## src/rtl/rtc_pkg.sv

```systemverilog
// Shared definitions for the RTC operation scheduler: state encoding, bus layout
// and one-hot grant values.
package rtc_pkg;

  typedef enum logic [4:0] {
    ST_BOOT  = 5'b00001,
    ST_IDLE  = 5'b00010,
    ST_INIT  = 5'b00100,
    ST_READ  = 5'b01000,
    ST_WRITE = 5'b10000
  } state_t;

  localparam logic [3:0] RTC_BUS_IDLE = 4'b1111;

  localparam int A_D = 3;
  localparam int CS  = 2;
  localparam int RD  = 1;
  localparam int WR  = 0;

  localparam logic [2:0] GNT_NONE  = 3'b000;
  localparam logic [2:0] GNT_INIT  = 3'b001;
  localparam logic [2:0] GNT_READ  = 3'b010;
  localparam logic [2:0] GNT_WRITE = 3'b100;

endpackage

```

## src/rtl/rtc_op_scheduler_if.sv

```systemverilog
// Handshake and bus bundle between the scheduler (master) and the request
// sources / operation FSMs (slave).
interface rtc_op_scheduler_if;

  logic       wr_req;
  logic       init_req;
  logic       init_done;
  logic       read_done;
  logic       write_done;
  logic [3:0] init_bus;
  logic [3:0] read_bus;
  logic [3:0] write_bus;
  logic       do_it_inic;
  logic       do_it_read;
  logic       do_it_write;
  logic [2:0] gnt;
  logic       a_d;
  logic       cs;
  logic       rd;
  logic       wr;
  logic       busy;
  logic       init_ok;
  logic       timeout_err;
  logic       read_overrun;

  modport master (
    input  wr_req, init_req, init_done, read_done, write_done,
    input  init_bus, read_bus, write_bus,
    output do_it_inic, do_it_read, do_it_write, gnt,
    output a_d, cs, rd, wr, busy, init_ok, timeout_err, read_overrun
  );

  modport slave (
    output wr_req, init_req, init_done, read_done, write_done,
    output init_bus, read_bus, write_bus,
    input  do_it_inic, do_it_read, do_it_write, gnt,
    input  a_d, cs, rd, wr, busy, init_ok, timeout_err, read_overrun
  );

endinterface

```

## src/rtl/rtc_period_timer.sv

```systemverilog
// Free-running 0..READ_PERIOD-1 counter, advancing only while enabled; tick is
// high during the last count of each period.
module rtc_period_timer #(
  parameter int READ_PERIOD = 1000000,
  parameter int CNT_W       = 20
) (
  input  logic clk,
  input  logic reset,
  input  logic en,
  output logic tick
);

  localparam logic [CNT_W-1:0] LAST = CNT_W'(READ_PERIOD - 1);

  logic [CNT_W-1:0] cnt;

  always_ff @(posedge clk or negedge reset) begin
    if (!reset) begin
      cnt <= '0;
    end else if (en) begin
      cnt <= (cnt == LAST) ? '0 : cnt + CNT_W'(1);
    end
  end

  assign tick = en && (cnt == LAST);

endmodule

```

## src/rtl/rtc_op_scheduler.sv

```systemverilog
// Shares the RTC bus between the init, periodic-read and user-write FSMs:
// latches requests, issues start pulses, waits for done under a watchdog.
module rtc_op_scheduler
  import rtc_pkg::*;
#(
  parameter int READ_PERIOD = 1000000,
  parameter int CNT_W       = 20,
  parameter int TIMEOUT     = 4096,
  parameter int TO_W        = 13
) (
  input  logic               clk,
  input  logic               reset,
  rtc_op_scheduler_if.master rtc
);

  localparam logic [TO_W-1:0] WD_LAST = TO_W'(TIMEOUT - 1);

  state_t          state;
  logic            init_pend;
  logic            wr_pend;
  logic            read_pend;
  logic [TO_W-1:0] wd_cnt;
  logic            tick;
  logic            start_cycle;
  logic            granted_done;
  logic            wd_expired;
  logic            init_done_acc;
  logic            go_init;
  logic            go_write;
  logic            go_read;
  logic [3:0]      bus_mux;

  rtc_period_timer #(
    .READ_PERIOD (READ_PERIOD),
    .CNT_W       (CNT_W)
  ) u_period_timer (
    .clk   (clk),
    .reset (reset),
    .en    (rtc.init_ok),
    .tick  (tick)
  );

  // A done seen during the start-pulse cycle is a leftover level from the previous run.
  assign start_cycle   = rtc.do_it_inic | rtc.do_it_read | rtc.do_it_write;
  assign granted_done  = rtc.busy && !start_cycle &&
                         (|(rtc.gnt & {rtc.write_done, rtc.read_done, rtc.init_done}));
  assign wd_expired    = rtc.busy && (wd_cnt == WD_LAST);
  assign init_done_acc = granted_done && (state == ST_INIT);

  assign go_init  = (state == ST_BOOT) || ((state == ST_IDLE) && init_pend);
  assign go_write = (state == ST_IDLE) && !init_pend && rtc.init_ok && wr_pend;
  assign go_read  = (state == ST_IDLE) && !init_pend && rtc.init_ok && !wr_pend && read_pend;

  always_ff @(posedge clk or negedge reset) begin
    if (!reset) begin
      state            <= ST_BOOT;
      rtc.do_it_inic   <= 1'b0;
      rtc.do_it_read   <= 1'b0;
      rtc.do_it_write  <= 1'b0;
      rtc.gnt          <= GNT_NONE;
      rtc.busy         <= 1'b0;
      rtc.init_ok      <= 1'b0;
      rtc.timeout_err  <= 1'b0;
      rtc.read_overrun <= 1'b0;
      init_pend        <= 1'b0;
      wr_pend          <= 1'b0;
      read_pend        <= 1'b0;
      wd_cnt           <= '0;
    end else begin
      rtc.do_it_inic  <= 1'b0;
      rtc.do_it_read  <= 1'b0;
      rtc.do_it_write <= 1'b0;

      case (state)
        ST_BOOT, ST_IDLE: begin
          if (go_init) begin
            state          <= ST_INIT;
            rtc.do_it_inic <= 1'b1;
            rtc.gnt        <= GNT_INIT;
            rtc.busy       <= 1'b1;
          end else if (go_write) begin
            state           <= ST_WRITE;
            rtc.do_it_write <= 1'b1;
            rtc.gnt         <= GNT_WRITE;
            rtc.busy        <= 1'b1;
          end else if (go_read) begin
            state          <= ST_READ;
            rtc.do_it_read <= 1'b1;
            rtc.gnt        <= GNT_READ;
            rtc.busy       <= 1'b1;
          end else begin
            state <= ST_IDLE;
          end
        end
        ST_INIT, ST_READ, ST_WRITE: begin
          if (granted_done || wd_expired) begin
            state    <= ST_IDLE;
            rtc.gnt  <= GNT_NONE;
            rtc.busy <= 1'b0;
            if (!granted_done) rtc.timeout_err <= 1'b1;
            if (init_done_acc) rtc.init_ok     <= 1'b1;
          end
        end
        default: state <= ST_IDLE;
      endcase

      // A timed-out init keeps init_pend set, so IDLE retries it.
      init_pend <= rtc.init_req || (state == ST_BOOT) || (init_pend && !init_done_acc);
      wr_pend   <= (go_write || rtc.do_it_write) ? 1'b0 : (wr_pend || rtc.wr_req);
      read_pend <= tick || (read_pend && !go_read);
      if (tick && read_pend && !go_read) rtc.read_overrun <= 1'b1;

      if (go_init || go_write || go_read) wd_cnt <= '0;
      else if (rtc.busy)                  wd_cnt <= wd_cnt + TO_W'(1);
    end
  end

  always_comb begin
    bus_mux = RTC_BUS_IDLE;
    case (rtc.gnt)
      GNT_INIT:  bus_mux = rtc.init_bus;
      GNT_READ:  bus_mux = rtc.read_bus;
      GNT_WRITE: bus_mux = rtc.write_bus;
      default:   bus_mux = RTC_BUS_IDLE;
    endcase
  end

  assign rtc.a_d = bus_mux[A_D];
  assign rtc.cs  = bus_mux[CS];
  assign rtc.rd  = bus_mux[RD];
  assign rtc.wr  = bus_mux[WR];

endmodule

```

## src/flat_wrapper.sv

```systemverilog
// flat-port wrapper written by rule: the top's interface ports become plain ports
module rtc_op_scheduler_flat import rtc_pkg::*;
#(
  parameter int READ_PERIOD = 1000000,
  parameter int CNT_W       = 20,
  parameter int TIMEOUT     = 4096,
  parameter int TO_W        = 13
)
  (clk, reset, rtc_wr_req, rtc_init_req, rtc_init_done, rtc_read_done, rtc_write_done, rtc_init_bus, rtc_read_bus, rtc_write_bus, rtc_do_it_inic, rtc_do_it_read, rtc_do_it_write, rtc_gnt, rtc_a_d, rtc_cs, rtc_rd, rtc_wr, rtc_busy, rtc_init_ok, rtc_timeout_err, rtc_read_overrun);
  rtc_op_scheduler_if rtc_i ();
  input  logic clk;
  input  logic reset;
  input wire logic [$bits(rtc_i.wr_req)-1:0] rtc_wr_req;
  input wire logic [$bits(rtc_i.init_req)-1:0] rtc_init_req;
  input wire logic [$bits(rtc_i.init_done)-1:0] rtc_init_done;
  input wire logic [$bits(rtc_i.read_done)-1:0] rtc_read_done;
  input wire logic [$bits(rtc_i.write_done)-1:0] rtc_write_done;
  input wire logic [$bits(rtc_i.init_bus)-1:0] rtc_init_bus;
  input wire logic [$bits(rtc_i.read_bus)-1:0] rtc_read_bus;
  input wire logic [$bits(rtc_i.write_bus)-1:0] rtc_write_bus;
  output wire logic [$bits(rtc_i.do_it_inic)-1:0] rtc_do_it_inic;
  output wire logic [$bits(rtc_i.do_it_read)-1:0] rtc_do_it_read;
  output wire logic [$bits(rtc_i.do_it_write)-1:0] rtc_do_it_write;
  output wire logic [$bits(rtc_i.gnt)-1:0] rtc_gnt;
  output wire logic [$bits(rtc_i.a_d)-1:0] rtc_a_d;
  output wire logic [$bits(rtc_i.cs)-1:0] rtc_cs;
  output wire logic [$bits(rtc_i.rd)-1:0] rtc_rd;
  output wire logic [$bits(rtc_i.wr)-1:0] rtc_wr;
  output wire logic [$bits(rtc_i.busy)-1:0] rtc_busy;
  output wire logic [$bits(rtc_i.init_ok)-1:0] rtc_init_ok;
  output wire logic [$bits(rtc_i.timeout_err)-1:0] rtc_timeout_err;
  output wire logic [$bits(rtc_i.read_overrun)-1:0] rtc_read_overrun;
  assign rtc_i.wr_req = rtc_wr_req;
  assign rtc_i.init_req = rtc_init_req;
  assign rtc_i.init_done = rtc_init_done;
  assign rtc_i.read_done = rtc_read_done;
  assign rtc_i.write_done = rtc_write_done;
  assign rtc_i.init_bus = rtc_init_bus;
  assign rtc_i.read_bus = rtc_read_bus;
  assign rtc_i.write_bus = rtc_write_bus;
  assign rtc_do_it_inic = rtc_i.do_it_inic;
  assign rtc_do_it_read = rtc_i.do_it_read;
  assign rtc_do_it_write = rtc_i.do_it_write;
  assign rtc_gnt = rtc_i.gnt;
  assign rtc_a_d = rtc_i.a_d;
  assign rtc_cs = rtc_i.cs;
  assign rtc_rd = rtc_i.rd;
  assign rtc_wr = rtc_i.wr;
  assign rtc_busy = rtc_i.busy;
  assign rtc_init_ok = rtc_i.init_ok;
  assign rtc_timeout_err = rtc_i.timeout_err;
  assign rtc_read_overrun = rtc_i.read_overrun;
  rtc_op_scheduler #(.READ_PERIOD(READ_PERIOD), .CNT_W(CNT_W), .TIMEOUT(TIMEOUT), .TO_W(TO_W)) u_core (.clk(clk), .reset(reset), .rtc(rtc_i));
endmodule
```

## config.mk

```make
export PLATFORM = sky130hd
export DESIGN_NAME = rtc_op_scheduler_flat
export DESIGN_NICKNAME = d
export VERILOG_FILES = /design/src/rtl/rtc_pkg.sv /design/src/rtl/rtc_op_scheduler_if.sv /design/src/rtl/rtc_period_timer.sv /design/src/rtl/rtc_op_scheduler.sv /design/src/flat_wrapper.sv
export SDC_FILE = /design/constraint.sdc
export NUM_CORES = 1
export LEC_CHECK = 0
export CAP_MARGIN = 20
export CORE_UTILIZATION = 40
export CTS_CLUSTER_DIAMETER = 50
export DETAILED_ROUTE_END_ITERATION = 10
export DONT_BUFFER_PORTS = 1
export PLACE_DENSITY = 0.52
export REMOVE_ABC_BUFFERS = 1
export SYNTH_ARGS = -nofsm -noshare
export SYNTH_HDL_FRONTEND = slang
export SYNTH_HIERARCHICAL = 1
export SYNTH_SLANG_ARGS = --single-unit
```

## constraint.sdc

```tcl
create_clock -name clk -period 3.64 [get_ports clk]
set_input_delay 0.364 -clock clk [delete_from_list [all_inputs] [get_ports clk]]
set_output_delay 0.364 -clock clk [all_outputs]
set_load 0.03 [all_outputs]
```

==> metrics <==
initial antenna violation count=0; standard-cell rows=28; CP endpoint kind=register; # diodes=0; critical path data required time=3.82 ns; DP Cell Count=321; RR Startpoint=u_core/rtc.busy; Setup-failing EPs final=0; first-pass detailed-route iteration total=4; VDD IR max=0.315 mV; worst hold slack=0.174 ns; Mean Syn Cell Area=10.3 um2; largest net degree at the start of global routing=52; DR WL/cell=15.2 um; DR DRC count=0; Die H=82.3 um; non-filler cells, final=332; gr ovfl total=0; Tmin final=2.42 ns; vias in the first global route=1,753; most frequent cells in the layout=dfrtp_1 (50), nor2_1 (30), nand2_1 (16), xnor2_1 (15), nand4_1 (12); crit path from=u_core/rtc.busy; CP max-delay cell=dfrtp_1; die area=0.00677 mm2; Final Skew=0.00530 ns; CP max FO=11; Num CTS Buffers=5; Sw Share=36.7%; RSZ-0062 raised after global routing=no; Cell Int Power=0.000956 W; Seq cells post-synth=51; Clock Sinks=51; status=finished, final reports clean; Hold Path Class=primary input to register; Final HPWL DP=3.46 mm; Post-synth EDFFs=0; sequential area share after synthesis=49.6%; CTS Buffer Depth=2; Post-CTS Resized=0; fin util=46.0%; max-cap violations=0; period utilization=66.4%; P&R area growth vs syn=8.25%; Sequential Power Share=53.7%; crit path cell chain=nand4_1 -> or4_1 -> nor3b_4 -> a211o_1; Initial Util=42.5%; critical path class=register to register; critical path arrival=2.60 ns; worst slew pin tran=0.671 ns; Final Max Slew Viols=0; worst skew pair latency=0.29 ns; Largest stage delay, worst path=0.69 ns; beginning of the worst hold path=rtc_init_req; Setup crit start kind=register; Clock transition at path regs=0.09 ns; Starting DRT DRC Count=83; combinational power share=24.6%; Nets=277; clock power share=21.8%; fillers=581; H-tree Lvls=2; max_slew headroom=54.9%; Synth async-reset ratio=100%; clk root buf=clkbuf_8; commonest non-fill, non-tap cell in the layout=dfrtp_1; core region area=0.00606 mm2; Fin. Hold Viols=0; Avg Vias per Cell=5.47; detailed-route via count=1,816; yosys warns=6; Psw=0.000553 W; port buffer count=0; setup total negative slack=0 ns; f_max=0.414 GHz; Die Wd=82.3 um; gr usage total=17.0%; prevailing post-synth register cell=dfrtp_1; postcts setup bufs=0; Syn Inst Count=250; io pins=33; CTS hold repair buffers=2; CTS tree=yes; Power per Cell Area=541 mW/mm2; first-pass GRT wire length=8.68 mm; Pleak=1.21 nW; Post-Syn Area=0.00258 mm2; Final ANT Viol Nets=0; gpl congestion=0.764; share of cells above drive strength 1=8.56%; total wire length=5.03 mm; post-synthesis cell type count=49
final cells by class:
cell class                      count  area, um2  share of cell area [%]
Clock buffer                        7       86.3                    3.09
Clock inverter                      1       5.00                   0.179
Sequential cell                    51       1280                    45.8
Tap cell                           75       93.8                    3.36
Multi-Input combinational cell    186       1240                    44.6
Timing Repair Buffer                4       52.6                    1.88
Inverter                            8       30.0                    1.08
layer usage:
| layer | vias to the layer above | part of all wire [%] | global-route usage [%] |
|---|---|---|---|
| met1 | 876 | 53 | 25.9 |
| met5 | - | 0 | 0 |
| met2 | 22 | 43 | 23.7 |
| met4 | 0 | 0.91 | 4.74 |
| met3 | 5 | 3.1 | 3.85 |
| li1 | 913 | - | - |
path summary, 6_finish.rpt:
check,to,cells past startpoint,slack [ns]
hold / removal,u_core/init_pend,1,0.17
setup / recovery,u_core/rtc.gnt[2],4,1.22
max in group asynchronous,u_core/state[0],2,2.76
setup reg to reg,u_core/rtc.gnt[2],4,1.22
min in group asynchronous,u_core/wd_cnt[3],2,0.60
hold reg to reg,u_core/u_period_timer/cnt[13],1,0.50
sequential cells by signal, indices dropped and copies added, names as in the netlist, 3 cells and up:
register,flops
u_core/wd_cnt,13
u_core/state,5
u_core/rtc.gnt,3
u_core/u_period_timer/cnt,20
metrics by stage:
stage / power [W] / setup slack (ns) / cell area [um2]
final: 0.00151 / 1.22 / 2790
after floorplan: 0.00108 / 1.49 / 2550
after CTS: 0.00153 / 1.24 / 2780
after global placement: 0.00117 / 1.31 / 2650
after detailed placement: 0.00118 / 1.26 / 2650
after global routing: 0.00161 / 1.07 / 2790
synth_stat cells (all sizes together), types with 6 or more instances:
library cell  instances  share of area, %
nand3                10               2.1
nor3                 11               2.1
nand4                12               2.9
xor2                 11               3.7
o21ai                 8               1.6
nand2                16               2.3
a21oi                 6               1.3
o22a                  9               3.1
inv                   8               1.2
dfrtp                50                49
nor2                 30               4.4
nand2b                6               1.5
or3                   8               2.3
xnor2                15               5.1
worst max-delay path, delay by kind of cell (launching register included):
kind               cells  cell delay [ns]
and+or+nand+nor        3             1.29
DFF                    1             0.69
AOI/OAI and AO/OA      1             0.32
power groups by stage:
stage	Combinational [W]	Sequential (W)	Clock, W
detailed placement	0.000355	0.000820	0
global route	0.000416	0.000829	0.000367
finish	0.000371	0.000810	0.000329
global placement	0.000353	0.000819	0
CTS	0.000374	0.000811	0.000348
floorplan	0.000293	0.000788	0
cell families (layout without fill, tap and decap cells):
kind of cell	count (synthesis)	count (layout)	share of synthesized area, %
AO/OA/AOI/OAI	39	39	12.0
AND/OR/NAND/NOR	117	117	26.0
flip-flops	51	51	49.6
XOR/XNOR	26	26	8.84
other	1	1	0.145
adder cells (fa/ha/maj)	2	2	0.971
buffers and inverters	13	20	2.14
multiplexers	1	1	0.388
Note: power is estimated with default switching activity, not from simulation.
